[src/rtl/pll_reg_bank_if.sv]
// Control-bus interface for the PLL register bank: address/data, single-cycle
// read and write strobes, and the registered read response with error flag.
interface pll_reg_bank_if #(
    parameter int AW = 8
);
    logic [AW-1:0] addr;
    logic [7:0]    wdata;
    logic          wen;
    logic          ren;
    logic [7:0]    rdata;
    logic          rvalid;
    logic          err;

    modport master (output addr, wdata, wen, ren, input rdata, rvalid, err);
    modport slave  (input addr, wdata, wen, ren, output rdata, rvalid, err);
endinterface

[src/rtl/pll_reg_bank.sv]
// PLL configuration/status register bank.
// DIV/VCO/LPF are double-buffered (shadow -> active on COMMIT), STATUS holds a
// synchronised lock flag and a sticky W1C lock_lost bit, plus NSCRATCH scratch
// registers at 0x05 upward. Optional macro PLL_REG_SAFE_COMMIT_EN rejects a
// COMMIT while the PLL is enabled.
module pll_reg_bank #(
    parameter int         AW       = 8,
    parameter int         NSCRATCH = 2,
    parameter logic [7:0] DIV_RST  = 8'h00,
    parameter logic [3:0] VCO_RST  = 4'h0,
    parameter logic [5:0] LPF_RST  = 6'h00
) (
    input  logic                clk,
    input  logic                rst_n,
    pll_reg_bank_if.slave       bus,
    input  logic                pll_locked,
    output logic [7:0]          div_cfg,
    output logic [3:0]          vco_gain,
    output logic [1:0]          lpf_c2,
    output logic [1:0]          lpf_cp,
    output logic [1:0]          lpf_rp,
    output logic                enable_pll,
    output logic                commit_o
);
    localparam int NS1 = (NSCRATCH > 0) ? NSCRATCH : 1;

    logic [7:0] r_div_sh, r_div_act;
    logic [3:0] r_vco_sh, r_vco_act;
    logic [5:0] r_lpf_sh, r_lpf_act;
    logic       r_en;
    logic       r_sync1, r_sync2, r_sync3;
    logic       r_lock_lost;
    logic [7:0] r_rdata;
    logic       r_rvalid, r_err, r_commit;

    logic       w_acc_wr, w_acc_rd, w_both;
    logic       w_sel_div, w_sel_vco, w_sel_lpf, w_sel_ctrl, w_sel_stat, w_sel_scr;
    logic       w_mapped, w_commit_req, w_commit_rej, w_commit_do;
    logic       w_pending, w_fall, w_err_next;
    logic [7:0] w_rd_val;
    logic [NS1-1:0] w_scr_hit;
    logic [7:0]     w_scr_q [NS1];

    // A simultaneous read and write is illegal and performs neither.
    assign w_both   = bus.wen & bus.ren;
    assign w_acc_wr = bus.wen & ~bus.ren;
    assign w_acc_rd = bus.ren & ~bus.wen;

    assign w_sel_div  = (bus.addr == AW'(0));
    assign w_sel_vco  = (bus.addr == AW'(1));
    assign w_sel_lpf  = (bus.addr == AW'(2));
    assign w_sel_ctrl = (bus.addr == AW'(3));
    assign w_sel_stat = (bus.addr == AW'(4));
    assign w_sel_scr  = |w_scr_hit;
    assign w_mapped   = w_sel_div | w_sel_vco | w_sel_lpf | w_sel_ctrl | w_sel_stat | w_sel_scr;

    assign w_commit_req = w_acc_wr & w_sel_ctrl & bus.wdata[1];
`ifdef PLL_REG_SAFE_COMMIT_EN
    // Decided on the enable value held before this write, not the one being written.
    assign w_commit_rej = w_commit_req & r_en;
`else
    assign w_commit_rej = 1'b0;
`endif
    assign w_commit_do = w_commit_req & ~w_commit_rej;

    assign w_pending  = (r_div_sh != r_div_act) | (r_vco_sh != r_vco_act) | (r_lpf_sh != r_lpf_act);
    assign w_fall     = r_sync3 & ~r_sync2;
    assign w_err_next = w_both | ((bus.wen | bus.ren) & ~w_mapped) | w_commit_rej;

    // Scratch registers, one per address from 0x05 upward.
    generate
        if (NSCRATCH > 0) begin : g_scr_on
            for (genvar gi = 0; gi < NSCRATCH; gi++) begin : g_scr
                logic [7:0] r_scr;
                assign w_scr_hit[gi] = (bus.addr == AW'(5 + gi));
                assign w_scr_q[gi]   = r_scr;
                // Scratch write on a legal write to this address.
                always_ff @(posedge clk or negedge rst_n) begin
                    if (!rst_n)
                        r_scr <= 8'h00;
                    else if (w_acc_wr & w_scr_hit[gi])
                        r_scr <= bus.wdata;
                end
            end
        end else begin : g_scr_off
            assign w_scr_hit  = 1'b0;
            assign w_scr_q[0] = 8'h00;
        end
    endgenerate

    // Read mux; unmapped addresses and write-only bits return 0.
    always_comb begin
        w_rd_val = 8'h00;
        if (w_sel_div)  w_rd_val = r_div_sh;
        if (w_sel_vco)  w_rd_val = {4'h0, r_vco_sh};
        if (w_sel_lpf)  w_rd_val = {2'b00, r_lpf_sh};
        if (w_sel_ctrl) w_rd_val = {7'h00, r_en};
        if (w_sel_stat) w_rd_val = {5'h00, w_pending, r_lock_lost, r_sync2};
        for (int i = 0; i < NS1; i++)
            if (w_scr_hit[i]) w_rd_val = w_scr_q[i];
    end

    // Shadow, active and control registers; commit copies shadow to active.
    always_ff @(posedge clk or negedge rst_n) begin
        if (!rst_n) begin
            r_div_sh  <= DIV_RST;
            r_vco_sh  <= VCO_RST;
            r_lpf_sh  <= LPF_RST;
            r_div_act <= DIV_RST;
            r_vco_act <= VCO_RST;
            r_lpf_act <= LPF_RST;
            r_en      <= 1'b0;
        end else begin
            if (w_acc_wr & w_sel_div)  r_div_sh <= bus.wdata;
            if (w_acc_wr & w_sel_vco)  r_vco_sh <= bus.wdata[3:0];
            if (w_acc_wr & w_sel_lpf)  r_lpf_sh <= bus.wdata[5:0];
            if (w_acc_wr & w_sel_ctrl) r_en     <= bus.wdata[0];
            if (w_commit_do) begin
                r_div_act <= r_div_sh;
                r_vco_act <= r_vco_sh;
                r_lpf_act <= r_lpf_sh;
            end
        end
    end

    // Lock synchroniser plus one delay stage for fall detection.
    always_ff @(posedge clk or negedge rst_n) begin
        if (!rst_n) begin
            r_sync1 <= 1'b0;
            r_sync2 <= 1'b0;
            r_sync3 <= 1'b0;
        end else begin
            r_sync1 <= pll_locked;
            r_sync2 <= r_sync1;
            r_sync3 <= r_sync2;
        end
    end

    // Sticky lock_lost; a set in the same cycle as a W1C clear wins.
    always_ff @(posedge clk or negedge rst_n) begin
        if (!rst_n)
            r_lock_lost <= 1'b0;
        else if (w_fall & r_en)
            r_lock_lost <= 1'b1;
        else if (w_acc_wr & w_sel_stat & bus.wdata[1])
            r_lock_lost <= 1'b0;
    end

    // Registered read response, error and commit pulses.
    always_ff @(posedge clk or negedge rst_n) begin
        if (!rst_n) begin
            r_rdata  <= 8'h00;
            r_rvalid <= 1'b0;
            r_err    <= 1'b0;
            r_commit <= 1'b0;
        end else begin
            r_rdata  <= w_acc_rd ? w_rd_val : 8'h00;
            r_rvalid <= w_acc_rd;
            r_err    <= w_err_next;
            r_commit <= w_commit_do;
        end
    end

    assign bus.rdata  = r_rdata;
    assign bus.rvalid = r_rvalid;
    assign bus.err    = r_err;
    assign div_cfg    = r_div_act;
    assign vco_gain   = r_vco_act;
    assign lpf_c2     = r_lpf_act[5:4];
    assign lpf_cp     = r_lpf_act[3:2];
    assign lpf_rp     = r_lpf_act[1:0];
    assign enable_pll = r_en;
    assign commit_o   = r_commit;
endmodule

[src/flat_wrapper.sv]
// flat-port wrapper written by rule: the top's interface ports become plain ports
module pll_reg_bank_flat 
#(
    parameter int         AW       = 8,
    parameter int         NSCRATCH = 2,
    parameter logic [7:0] DIV_RST  = 8'h00,
    parameter logic [3:0] VCO_RST  = 4'h0,
    parameter logic [5:0] LPF_RST  = 6'h00
)
  (clk, rst_n, pll_locked, div_cfg, vco_gain, lpf_c2, lpf_cp, lpf_rp, enable_pll, commit_o, bus_addr, bus_wdata, bus_wen, bus_ren, bus_rdata, bus_rvalid, bus_err);
  pll_reg_bank_if #(.AW(AW)) bus_i ();
  input  logic clk;
  input  logic rst_n;
  input  logic pll_locked;
  output logic [7:0] div_cfg;
  output logic [3:0] vco_gain;
  output logic [1:0] lpf_c2;
  output logic [1:0] lpf_cp;
  output logic [1:0] lpf_rp;
  output logic enable_pll;
  output logic commit_o;
  input wire logic [$bits(bus_i.addr)-1:0] bus_addr;
  input wire logic [$bits(bus_i.wdata)-1:0] bus_wdata;
  input wire logic [$bits(bus_i.wen)-1:0] bus_wen;
  input wire logic [$bits(bus_i.ren)-1:0] bus_ren;
  output wire logic [$bits(bus_i.rdata)-1:0] bus_rdata;
  output wire logic [$bits(bus_i.rvalid)-1:0] bus_rvalid;
  output wire logic [$bits(bus_i.err)-1:0] bus_err;
  assign bus_i.addr = bus_addr;
  assign bus_i.wdata = bus_wdata;
  assign bus_i.wen = bus_wen;
  assign bus_i.ren = bus_ren;
  assign bus_rdata = bus_i.rdata;
  assign bus_rvalid = bus_i.rvalid;
  assign bus_err = bus_i.err;
  pll_reg_bank #(.AW(AW), .NSCRATCH(NSCRATCH), .DIV_RST(DIV_RST), .VCO_RST(VCO_RST), .LPF_RST(LPF_RST)) u_core (.clk(clk), .rst_n(rst_n), .bus(bus_i), .pll_locked(pll_locked), .div_cfg(div_cfg), .vco_gain(vco_gain), .lpf_c2(lpf_c2), .lpf_cp(lpf_cp), .lpf_rp(lpf_rp), .enable_pll(enable_pll), .commit_o(commit_o));
endmodule
[config.mk]
export PLATFORM = sky130hd
export DESIGN_NAME = pll_reg_bank_flat
export DESIGN_NICKNAME = d
export VERILOG_FILES = /design/src/rtl/pll_reg_bank_if.sv /design/src/rtl/pll_reg_bank.sv /design/src/flat_wrapper.sv
export SDC_FILE = /design/constraint.sdc
export NUM_CORES = 1
export LEC_CHECK = 0
export CAP_MARGIN = 15
export CELL_PAD_IN_SITES_DETAIL_PLACEMENT = 1
export CELL_PAD_IN_SITES_GLOBAL_PLACEMENT = 2
export CORE_MARGIN = 2
export CORE_UTILIZATION = 46
export CTS_CLUSTER_DIAMETER = 80
export DETAILED_ROUTE_END_ITERATION = 8
export DONT_BUFFER_PORTS = 1
export PLACE_DENSITY_LB_ADDON = 0.3
export REMOVE_ABC_BUFFERS = 1
export SYNTH_ARGS = -nofsm -noshare
export SYNTH_HDL_FRONTEND = slang
export SYNTH_SLANG_ARGS = --single-unit
[constraint.sdc]
create_clock -name clk -period 2.67 [get_ports clk]
set_input_delay 0.801 -clock clk [delete_from_list [all_inputs] [get_ports clk]]
set_output_delay 0.801 -clock clk [all_outputs]
set_load 0.005 [all_outputs]
After elaboration in Yosys (flattened, before gate mapping). Cells that the tools add are included.

Add/sub/neg operators: 0. Multipliers: 0. Divide/modulo/power cells: 0. $lt $le $gt $ge: 0. Equal/unequal tests: 9. Shift-type cells: 0. Muxes and demuxes: 10. Bitwise gates (word level): 28. Reductions and logical operators: 3.

Operators with widths (count): two-way mux 8 bit (8); equality test 8 x 3 -> 1 bit, second input constant (3); equality test 8 x 2 -> 1 bit, second input constant (2); AND 1 bit (15); OR 1 bit (9); equality test 8 x 1 -> 1 bit, second input constant (1); zero test 8 bit (1); != test 8 bit (1); != test 6 bit (1); != test 4 bit (1); NOT 1 bit (4); two-way mux 1 bit (2); nonzero test 2 bit (1); OR reduction 2 bit (1).

Register bits: 68. Latch bits: 0. Bits in writable memories: 0. Memory bits (read-only): 0. Input bits: 21. Output and inout port bits: 30. Logic and storage cells: 67. Memories kept: 0.

Logic depth before layout (Yosys ltp).
Depth in word-level cells: 9. Gate-level depth with buffers: 7. Gate-level depth less buffers: 5.

Worst setup path after synthesis. OpenSTA, ideal clock, no wires.

Path kind: input to register. Start: input port bus_addr[7]. End: register u_core.r_div_act[7] (netlist: u_core.div_cfg[7]). Setup time: 125 ps. Arrival: 2192 ps. Data required time: 2545 ps. Setup slack: 353 ps. Cell stages on the path: 6. Buffers on the path: 1. Path through: nor4_4 -> nand2_2 -> nor3_4 -> nand4_4 -> buf_6 -> mux2_4.

Word-level cells in the longest chain between the ends: 3.

RTL lines: start: declaration (RTL line flat_wrapper.sv:22) `input wire logic [$bits(bus_i.addr)-1:0] bus_addr;`; equality test 8 x 2 -> 1 bit (RTL line pll_reg_bank.sv:52) `assign w_sel_ctrl = (bus.addr == AW'(3));`; AND 1 bit (2 in series) (RTL line pll_reg_bank.sv:57) `assign w_commit_req = w_acc_wr & w_sel_ctrl & bus.wdata[1];`; end signal: assignment (RTL line pll_reg_bank.sv:119) `r_div_act <= r_div_sh;`; end: declaration (RTL line pll_reg_bank.sv:27) `logic [7:0] r_div_sh, r_div_act;`.

No other way between the ends. A chain may end at the register's enable or synchronous reset.

Final worst setup path.
Start: input port bus_addr[7]. End: register u_core.r_lpf_act[0].

Word-level cells in the longest chain between the ends: 3.

RTL lines: equality test 8 x 2 -> 1 bit (RTL line pll_reg_bank.sv:52); AND 1 bit (2 in series) (RTL line pll_reg_bank.sv:57); end signal: assignment (RTL line pll_reg_bank.sv:121) `r_lpf_act <= r_lpf_sh;`; end: declaration (RTL line pll_reg_bank.sv:29) `logic [5:0] r_lpf_sh, r_lpf_act;`.

No other way between the ends.

==> impl_metrics.tcl <==
set metrics [dict create \
    status "complete, no violations" \
    clk_pin_slew_ns 0.07 \
    end_kind "register" \
    reg2reg_slack_ns 1.07 \
    die_x_microns 86.3 \
    critPathTopFamily "simple AND/OR/NAND/NOR gates" \
    rsz0062_at_grt "no" \
    reg2regPathDepth 5 \
    drtIter0Drc 94 \
    setup-violations-final 0 \
    worst_pin_slew_ns 0.500 \
    gr-total-overflow 0 \
    ant_nets 0 \
    n_antenna_cell 0 \
    ys_seq_area_share_pct 54.6 \
    design.die.area_sq_um 7450 \
    post_cts_buffers 0 \
    yosys.area.top_type_share_pct 54.6 \
    dp_hpwl_microns 4820 \
    yosys_register_bits 68 \
    grt_max_degree 69 \
    crit_buf_inv 0 \
    synthArstFlopShare_pct 100 \
    syn_inst 241 \
    critPathLaunchType "input port" \
    clk_latency_ns 0.34 \
    cap_violations 0 \
    grtUsageTotal_pct 20.2 \
    final-max-slew-violation-count 0 \
    worstPathRequired_ns 2.89 \
    clock.fmax_ghz 0.448 \
    gp_congestion 0.731 \
    syn_area_per_cell_sq_um 12.9 \
    yosys_warnings 0 \
    wl_per_cell_microns 20.9 \
    setup-tns-final_ns 0 \
    num_rows 30 \
    synthToLayoutAreaGrowth_pct 8.43 \
    p_leak_nw 1.62 \
    synth_cell_types 39 \
    crit_path_cell_trace "nor4_4 -> nand2_2 -> nor3_4 -> nand4_4 -> mux2_4" \
    grt_pass1_vias 2126 \
    ir_worst_vdd_mv 0.245 \
    cts_resized 0 \
    core_sq_um 6680 \
    fin_crit_sh_pct 83.7 \
    drcViolationCount 0 \
    synth_ff_type "dfrtp_1" \
    cp_slowest_cell "mux2_4" \
    cp_data_arrival_time_ns 2.46 \
    nets 265 \
    io_pins 51 \
    layout_min_cycle_time_ns 2.23 \
    rr_startpoint "u_core.r_div_sh[6]" \
    die_h_microns 86.3 \
    drive_above_1_share_pct 31.0 \
    hp-class "in2async" \
    cts_tree "built" \
    grt_pass1_wl_microns 11300 \
    cts-root-buf "clkbuf_8" \
    cts.sinks 68 \
    antenna_found_initial 0 \
    vias_per_cell 5.87 \
    synth-edff-count 0 \
    num_vias 1926 \
    relSlewSlack_pct 66.6 \
    crit_type "in2reg" \
    hold_violations 0 \
    clockBufferDepth 2 \
    synth_area_leaders "dfrtp_1 (55%), mux2_2 (16%), mux2_4 (4.8%), xnor2_1 (2.8%), xor2_1 (2.2%)" \
    critPathMaxStageDelay_ns 0.43 \
    floorplan.initialDensity_pct 46.7 \
    critical_path.max_fanout 18 \
    p_per_area_nw_per_um2 579 \
    drt_pre_antenna_iters 4 \
    yosys.area.top_type "dfrtp_1" \
    ctsHoldBuffers 0 \
    dp.cells 313 \
    r2r-end "u_core.bus.rdata[2]" \
    syn_area_sq_um 3120 \
    drt-total-wl_microns 6860 \
    htreeDepth 3 \
    instances_no_fill 328 \
    portBuffers 0 \
    numCtsBuffers 9 \
    skew_ns 0.00837 \
]
[state kept, by name (all words and copies together) (netlist names)]
signal and cells:
u_core.g_scr_on.g_scr.r_scr 16, u_core.r_div_sh 8, u_core.commit_o 1, u_core.r_sync1 1
u_core.enable_pll 1, u_core.r_sync2 1, u_core.r_lpf_act 6, u_core.r_sync3 1
u_core.r_vco_sh 4, u_core.vco_gain 4, u_core.div_cfg 8, u_core.bus.err 1
u_core.bus.rvalid 1, u_core.r_lpf_sh 6, u_core.r_lock_lost 1, u_core.bus.rdata 8
[per-layer routing]
layer | wire [microns] | global-route usage (%) | part of all wire (%) | up-vias
met5 | 0 | 0 | 0 | -
met4 | 118 | 6.39 | 1.7 | 0
li1 | - | - | - | 884
met3 | 369 | 8.19 | 5.4 | 10
met2 | 3410 | 32.4 | 50 | 49
met1 | 2970 | 25.1 | 43 | 983
[worst max path at each step]
stage,depth (start not counted),slack [ns],endpoint,startpoint
6_report,5,0.44,u_core.r_lpf_act[0],bus_addr[7]
3_5_place_dp,5,0.04,u_core.r_lpf_act[2],bus_addr[7]
3_3_place_gp,5,0.13,u_core.div_cfg[7],bus_addr[7]
4_1_cts,5,0.42,u_core.div_cfg[0],bus_addr[7]
5_1_grt,5,0.35,u_core.vco_gain[2],bus_addr[7]
2_1_floorplan,5,0.34,u_core.div_cfg[7],bus_addr[7]
[layout by cell type (no fill, tap or decap), types with 2 or more instances in the layout]
cell type and instances:
dfrtp_1 68, mux2_2 43, nand2_1 15, xnor2_1 10
mux2_4 10, clkbuf_8 10, nor3_1 8, o21ai_0 8
xor2_1 8, a21oi_1 6, nor2_1 5, nand2b_1 4
nand3_1 4, a31oi_1 4, nand4_1 4, a211oi_1 3
nor4_1 3, a32oi_1 3, buf_4 3, inv_1 2
nor2b_1 2, or3b_2 2, mux2i_1 2, o22ai_1 2
or3_1 2, clkinvlp_4 2
[cells by family after synthesis]
family          Yosys count  synth area share, %
compound gates           30                 6.10
simple gates             56                 10.7
xor+xnor                 18                 5.06
buf+inv                  13                 1.89
flops                    68                 54.6
mux                      56                 21.7
[cells in the mapped netlist, types with 2 or more instances]
cell type and n:
dfrtp_1 68, nand2_1 15, nor2b_1 2, nand3_1 4, a32oi_1 3, a21oi_1 6, nor4_1 3, nor2_1 5
o22ai_1 2, nand2b_1 4, mux2i_1 2, mux2_2 43, nand4_1 4, a31oi_1 4, o21ai_0 8, xor2_1 8
xnor2_1 10, a211oi_1 3, clkbuf_1 7, inv_1 2, nor3_1 8, or3_1 2, mux2_4 10, or3b_2 2
buf_2 2
[area by class of cell]
| cell class | count | area (sq um) |
|---|---|---|
| flip-flops and latches | 68 | 1700 |
| clock buffers | 11 | 141 |
| clock inverters | 4 | 50.0 |
| well taps | 80 | 100 |
| fillers | 689 | 3300 |
| inverters | 2 | 7.51 |
| multi-input cells | 160 | 1360 |
| repair buffers | 3 | 22.5 |
[power by group]
| group | switching [W] | internal, W | leakage [nW] |
|---|---|---|---|
| registers | 0.0000160 | 0.00105 | 0.930 |
| logic | 0.0000315 | 0.0000335 | 0.599 |
| clock network | 0.000377 | 0.000450 | 0.0914 |
[stage by stage]
stage          setup WS [ns]  util [%]  cell area (sq um)  hold WS (ns)  total power [W]
2_1_floorplan          0.340         -               3070         0.331          0.00113
3_3_place_gp           0.131      47.7               3190         0.344          0.00115
3_5_place_dp          0.0398      47.7               3190         0.348          0.00115
4_1_cts                0.419      50.6               3380         0.130          0.00199
5_1_grt                0.345      50.6               3380         0.114          0.00204
6_report               0.436      50.6               3380         0.150          0.00196
(Power assumes the default switching activity.)
